$ cat src/rtl/hc194_seq.sv
// Command sequencer that drives a 4-bit universal shift register (hc194) through LOAD/SHR/SHL/ROTR commands.
// Optional abort support is compiled in with `define HC194_SEQ_ABORT_EN.
module hc194_seq #(
    parameter int CNT_W = 4
) (
    input  logic             CP,
    input  logic             MRN,
    input  logic             CMD_VALID,
    output logic             CMD_READY,
    input  logic [1:0]       CMD_OP,
    input  logic [CNT_W-1:0] CMD_CNT,
    input  logic [3:0]       CMD_DATA,
    input  logic             CMD_FILL,
    input  logic [3:0]       Q_IN,
    output logic             S0,
    output logic             S1,
    output logic [3:0]       D_OUT,
    output logic             DSR,
    output logic             DSL,
`ifdef HC194_SEQ_ABORT_EN
    input  logic             ABORT,
    output logic             ABORTED,
`endif
    output logic             DONE
);

    typedef enum logic [1:0] {
        IDLE = 2'd0,
        RUN  = 2'd1,
        FIN  = 2'd2
    } state_t;

    localparam logic [1:0] OP_LOAD = 2'b00;
    localparam logic [1:0] OP_SHL  = 2'b10;
    localparam logic [1:0] OP_ROTR = 2'b11;

    localparam logic [1:0] MODE_HOLD = 2'b00;
    localparam logic [1:0] MODE_SHR  = 2'b01;
    localparam logic [1:0] MODE_SHL  = 2'b10;
    localparam logic [1:0] MODE_LOAD = 2'b11;

    state_t           state, state_next;
    logic [1:0]       mode, mode_next;
    logic [3:0]       d_reg, d_next;
    logic             fill, fill_next;
    logic [CNT_W-1:0] count, count_next;
    logic             rotr, rotr_next;
`ifdef HC194_SEQ_ABORT_EN
    logic             aborted, aborted_next;
`endif

    // Only Q0 is needed, as the rotate feedback into DSR.
    logic unused_q;
    assign unused_q = ^Q_IN[3:1];

    always_ff @(posedge CP or negedge MRN) begin
        if (!MRN) begin
            state <= IDLE;
            mode  <= MODE_HOLD;
            d_reg <= 4'b0000;
            fill  <= 1'b0;
            count <= '0;
            rotr  <= 1'b0;
`ifdef HC194_SEQ_ABORT_EN
            aborted <= 1'b0;
`endif
        end else begin
            state <= state_next;
            mode  <= mode_next;
            d_reg <= d_next;
            fill  <= fill_next;
            count <= count_next;
            rotr  <= rotr_next;
`ifdef HC194_SEQ_ABORT_EN
            aborted <= aborted_next;
`endif
        end
    end

    // The mode lines are registered so the register acts on the edge after the sequencer decides.
    always_comb begin
        state_next = state;
        mode_next  = mode;
        d_next     = d_reg;
        fill_next  = fill;
        count_next = count;
        rotr_next  = rotr;
`ifdef HC194_SEQ_ABORT_EN
        aborted_next = aborted;
`endif
        case (state)
            IDLE: begin
                mode_next = MODE_HOLD;
                if (CMD_VALID) begin
                    fill_next = CMD_FILL;
                    rotr_next = (CMD_OP == OP_ROTR);
`ifdef HC194_SEQ_ABORT_EN
                    aborted_next = 1'b0;
`endif
                    if (CMD_OP == OP_LOAD) begin
                        mode_next  = MODE_LOAD;
                        d_next     = CMD_DATA;
                        count_next = CNT_W'(1);
                        state_next = RUN;
                    end else begin
                        count_next = CMD_CNT;
                        if (CMD_CNT == '0) begin
                            state_next = FIN;
                        end else begin
                            mode_next  = (CMD_OP == OP_SHL) ? MODE_SHL : MODE_SHR;
                            state_next = RUN;
                        end
                    end
                end
            end
            RUN: begin
`ifdef HC194_SEQ_ABORT_EN
                if (ABORT) begin
                    mode_next    = MODE_HOLD;
                    count_next   = '0;
                    aborted_next = 1'b1;
                    state_next   = FIN;
                end else
`endif
                if (count == CNT_W'(1)) begin
                    mode_next  = MODE_HOLD;
                    count_next = '0;
                    state_next = FIN;
                end else begin
                    count_next = count - CNT_W'(1);
                end
            end
            FIN: begin
                mode_next  = MODE_HOLD;
                rotr_next  = 1'b0;
                state_next = IDLE;
            end
            default: begin
                mode_next  = MODE_HOLD;
                state_next = IDLE;
            end
        endcase
    end

    assign {S1, S0}  = mode;
    assign D_OUT     = d_reg;
    assign DSL       = fill;
    assign DSR       = (rotr && state == RUN) ? Q_IN[0] : fill;
    assign CMD_READY = (state == IDLE);
    assign DONE      = (state == FIN);
`ifdef HC194_SEQ_ABORT_EN
    assign ABORTED   = (state == FIN) && aborted;
`endif

endmodule

$ cat config.mk
export PLATFORM = sky130hd
export DESIGN_NAME = hc194_seq
export DESIGN_NICKNAME = d
export VERILOG_FILES = /design/src/rtl/hc194_seq.sv
export SDC_FILE = /design/constraint.sdc
export NUM_CORES = 1
export LEC_CHECK = 0
export ABC_AREA = 1
export BUFFER_PORTS_ARGS = -buffer_cell sky130_fd_sc_hd__buf_2
export CORE_UTILIZATION = 51
export DETAILED_ROUTE_END_ITERATION = 6
export GPL_TIMING_DRIVEN = 0
export HOLD_SLACK_MARGIN = 0.15
export PLACE_DENSITY = 0.86
export SYNTH_ARGS = -nofsm -noshare
export SYNTH_HDL_FRONTEND = slang
export SYNTH_SLANG_ARGS = --single-unit
$ cat constraint.sdc
create_clock -name CP -period 1.67 [get_ports CP]
set_input_delay 0.167 -clock CP [delete_from_list [all_inputs] [get_ports CP]]
set_output_delay 0.167 -clock CP [all_outputs]
set_load 0.005 [all_outputs]
* Yosys cells after proc, flatten, opt, wreduce, memory -nomap -nowiden
Cells that the tools add are included.
** Cells by class
- $add $sub $neg :: 1
- Equal/unequal tests :: 7
- Muxes and demuxes :: 18
- Reduce and logical (&&, ||, !) cells :: 11
** Operators with widths (number)
- $mux W2 :: 9
- $mux W4 :: 3
- $pmux W2 S2 :: 2
- $pmux W4 S2 :: 1
- $reduce_and A2 Y1 :: 4
- $eq A2 B2 Y1 const B :: 3
- $eq A4 B1 Y1 const B :: 1
- $logic_not A2 Y1 :: 2
- $logic_not A4 Y1 :: 1
- $ne A2 B2 Y1 const B :: 2
- $reduce_bool A2 Y1 :: 2
- $sub A4 B1 Y4 const B :: 1
- $reduce_and A3 Y1 :: 1
- $eq A2 B1 Y1 const B :: 1
- $mux W1 :: 2
- $pmux W1 S2 :: 1
- $logic_and A1 B1 Y1 :: 1
** Word-level totals
- Register bits after elaboration :: 14
- Bits of input ports :: 18
- Output and inout bits :: 10
- Word-level logic and storage cells :: 43

* Depth between registers and ports, before layout
- Depth after elaboration :: 6
- Depth in mapped cells :: 7
- Gate-level depth less buffers :: 7

* Least setup slack after synthesis
OpenSTA, ideal clock, no wires.
- Path type :: flip-flop to flip-flop
- Start :: register count[0]
- End :: register count[2]
- Arrival :: 0.969 ns
- Data required time :: 1.553 ns
- Slack :: 0.584 ns
- Cell stages (with the launch flop) :: 7
- Buffers on the path :: 0
- Clock period less this slack :: 1.086 ns
- Cell sequence :: dfrtp_1 -> inv_1 -> ha_1 -> xnor2_1 -> nor2_2 -> nor2_1 -> nor2_1
** On the way
- Longest elaborated chain between the ends :: 3
- Elaborated cells on any way between the ends :: 4
- Classes of those cells :: add/sub: 1; eq/ne: 1; mux: 2
** RTL lines
- from (decl) :: line 46 : logic [CNT_W-1:0] count, count_next;
- from (signal assigned) :: line 72 : count <= count_next;
- $sub A4 B1 Y4 / $eq A4 B1 Y1 (equally long branches) :: line 130, 125
- $mux W4 * :: line 125 : if (count == CNT_W'(1)) begin
- $pmux W4 S2 * :: line 91 : case (state)
Mark *: on every way between the ends. The rest lies on a longest branch, timed or not.
A chain may end at the register's enable or synchronous reset.

* Worst setup path after layout
- Start :: register state[1]
- End :: output DSR
** On the way
- Longest elaborated chain between the ends :: 3
** RTL lines
- from (decl) :: line 42 : state_t state, state_next;
- from (signal assigned) :: line 68 : state <= state_next;
- $eq A2 B1 Y1 :: line 148 : assign DSR = (rotr && state == RUN) ? Q_IN[0] : fill;
- $logic_and A1 B1 Y1 :: line 148
- $mux W1 :: line 148
- to (decl) :: line 18 : output logic DSR,
No other way between the ends.

==> summary.md <==
| Metric | Value |
|---|---|
| Outcome | finished clean |
| RSZ-0062 raised after global routing | no |
| HPWL Detailed | 1.339 mm |
| Avg Cell Area, Syn | 7.924 µm² |
| Detailed Route WL | 2.008 mm |
| Port-buffer cells | 24 |
| Final instance area | 0.001030 mm² |
| Final ANT Viol Nets | 0 |
| P&R area growth vs syn | 31.26% |
| Relative slew slack | 77.76% |
| Seq cells post-synth | 14 |
| Num CTS Buffers | 3 |
| Final worst path period share | 91.98% |
| Die Wd | 41.22 µm |
| Synth top area cells | dfrtp_1, nand2_1, nand3_1 |
| Leading cell types by count after synthesis | nand2_1, dfrtp_1, nand3_1, nor2_1, inv_1 |
| Switching Share | 43.17% |
| Leading area contributor after synthesis | dfrtp_1 |
| Syn. warnings | 0 |
| Placed cell areas | 923.4 µm² |
| Ports | 28 |
| Number of flops mapped to enable cells by yosys | 0 |
| Post-CTS Setup Repair Bufs | 0 |
| CP Max Fanout | 8 |
| DR pass1 iterations | 4 |
| H-tree levels | 1 |
| Worst slew pin tran | 0.3336 ns |
| Number of max-cap violations | 0 |
| Seq/Total Area, Yosys | 44.66% |
| Leak | 0.5599 nW |
| Post-Synthesis Cells | 99 |
| Initial antenna violation count | 0 |
| Worst Skew | 0.001457 ns |
| Final Setup Violations | 0 |
| Final setup TNS | 0 ns |
| Die Ht | 41.22 µm |
| Mapped Nets | 119 |
| Class of the most critical setup path | register to output port |
| Cell variety after synth | 21 |
| Endpoints failing hold | 0 |
| Avg WL per Cell | 13.48 µm |
| Clk_lat worst skew | 0.28 ns |
| Comb pwr share | 49.5% |
| Post-synth top area share | 44.66% |
| Fin nets | 155 |
| Layout cells sized above 1 | 31.34% |
| Via count of the first global-routing pass | 732 |
| Die area | 0.001699 mm² |
| Int Pwr | 991.5 µW |
| Max VDD drop | 0.9362 mV |
| Largest net degree at the start of global routing | 15 |
| Initial DRC Count | 16 |
| First-pass GRT wire length | 2.904 mm |
| CP startpoint kind | register |
| Clk buf depth | 2 |
| GPL Wtd Cong | 0.8211 |
| Residual overflow from global routing | 0 |
| Fmax | 651.0 MHz |
| Final Util | 75.37% |
| Final worst setup slack | 0.1339 ns |
| Worst setup EP type | output port |
| Fillers | 98 |
| Sequential power share | 36.4% |
| Post-synth ARST share | 100.0% |
| PwrDens | 1694 mW/mm² |
| Row cnt | 13 |
| Via Count | 798 |
| Pins Over Slew Limit | 0 |
| Root Buffer | clkbuf_4 |
| Count leader, synth | nand2_1 |
| Total Routing Usage GR | 28.30% |
| Antenna Cells | 0 |
| Pre-CTS setup slack | 0.4484 ns |
| Final min period | 1.536 ns |
| Clock Pin Slew Worst Setup and Hold Paths | 0.09 ns |
| Synth Cell Area | 784.5 µm² |
| Core footprint | 0.001366 mm² |
| Post-synth top flop | dfrtp_1 |
| Worst Hold Class | input pin to register |
| Req. time, crit path | 1.50 ns |
| CP Data Arrival Time | 1.37 ns |
| Clock sinks | 14 |
| Drc violations | 0 |
| Initial Util | 57.42% |
| CTS tree | built |
| Clock power share | 14.2% |
| NetSw | 753.1 µW |
| Via density | 5.356 |
==> cells in the final DEF (no fill, tap or decap), types with 2 or more instances in the layout <==
cell	Yosys	routed
dfrtp_1	14	14
nor2_1	11	11
inv_1	10	10
ha_1	2	2
o21ai_2	2	2
nand2_2	3	3
dlygate4sd3_1	0	7
clkbuf_4	0	3
o21ai_0	6	6
nand3_1	12	12
buf_2	0	24
a21oi_1	2	2
nand2_1	25	25
nand2_4	2	2
==> worst max-delay path: stages, from the launching register on <==
cell and delay (ns):
dfrtp_1 0.42, inv_1 0.15, nand2_4 0.11, inv_4 0.09
nand2_1 0.06, a21oi_1 0.13, buf_2 0.12
==> cells by family (layout without fill, tap and decap cells) <==
logic type	Yosys count	after routing	share of synthesized area, %
compound gates	12	12	9.091
xor+xnor	1	1	1.117
fa+ha+maj	2	2	3.189
buf+inv	13	48	7.178
flops	14	14	44.66
simple gates	57	57	34.77
==> power by group through the flow <==
stage / Combinational (mW) / Sequential [mW] / Clock [mW]
after floorplan: 0.572 / 0.627 / 0
after global placement: 0.799 / 0.626 / 0
after detailed placement: 0.831 / 0.639 / 0
after CTS: 0.860 / 0.633 / 0.252
after global routing: 0.966 / 0.661 / 0.268
final: 0.863 / 0.634 / 0.247
==> metal layers <==
layer / routed length, µm / part of all wire, % / GRT usage [%]
met5: 0 / 0 / 0
met2: 1048 / 52 / 47.27
met3: 134 / 6.7 / 8.696
met4: 78 / 3.9 / 20.97
met1: 745 / 37 / 29.45
==> state kept, by name, summed over array words and instances (netlist names) <==
name / count
DSL: 1
D_OUT: 4
count: 4
mode: 2
rotr: 1
state: 2
==> path summary, 6_finish.rpt <==
check / start / endpoint / slack [ns] / cells after the start
setup / recovery: state[1] / DSR / 0.13 / 6
hold / removal: CMD_CNT[1] / state[1] / 0.23 / 4
setup reg to reg: count[0] / count[2] / 0.45 / 6
hold reg to reg: D_OUT[1] / D_OUT[1] / 0.48 / 2
max in group asynchronous: MRN / count[1] / 1.12 / 2
min in group asynchronous: MRN / mode[0] / 0.31 / 2
==> what timing repair did <==
item | 4_1_cts | 5_1_grt
resized for setup | 0 | 0
endpoints found under the hold margin | 20 | 0
hold buffers | 7 | 0
==> final cells by class <==
cell class,count,area [µm²],area share [%]
Tap cell,15,18.77,1.823
Sequential cell,14,350.3,34.02
Clock buffer,4,36.28,3.524
Timing Repair Buffer,31,190.2,18.47
Inverter,12,48.80,4.739
Buffer,1,7.507,0.7290
Multi-Input combinational cell,72,377.9,36.69
==> metrics by stage <==
step           hold slack, ns  instances  power, mW
6_report               0.2278        149      1.745
5_1_grt                0.2502        149      1.896
4_1_cts                0.2208        149      1.746
3_5_place_dp          0.08268        138      1.470
3_3_place_gp          0.07568        138      1.425
2_1_floorplan         -0.1286         99      1.198
Power figures use the tool's default switching activity.
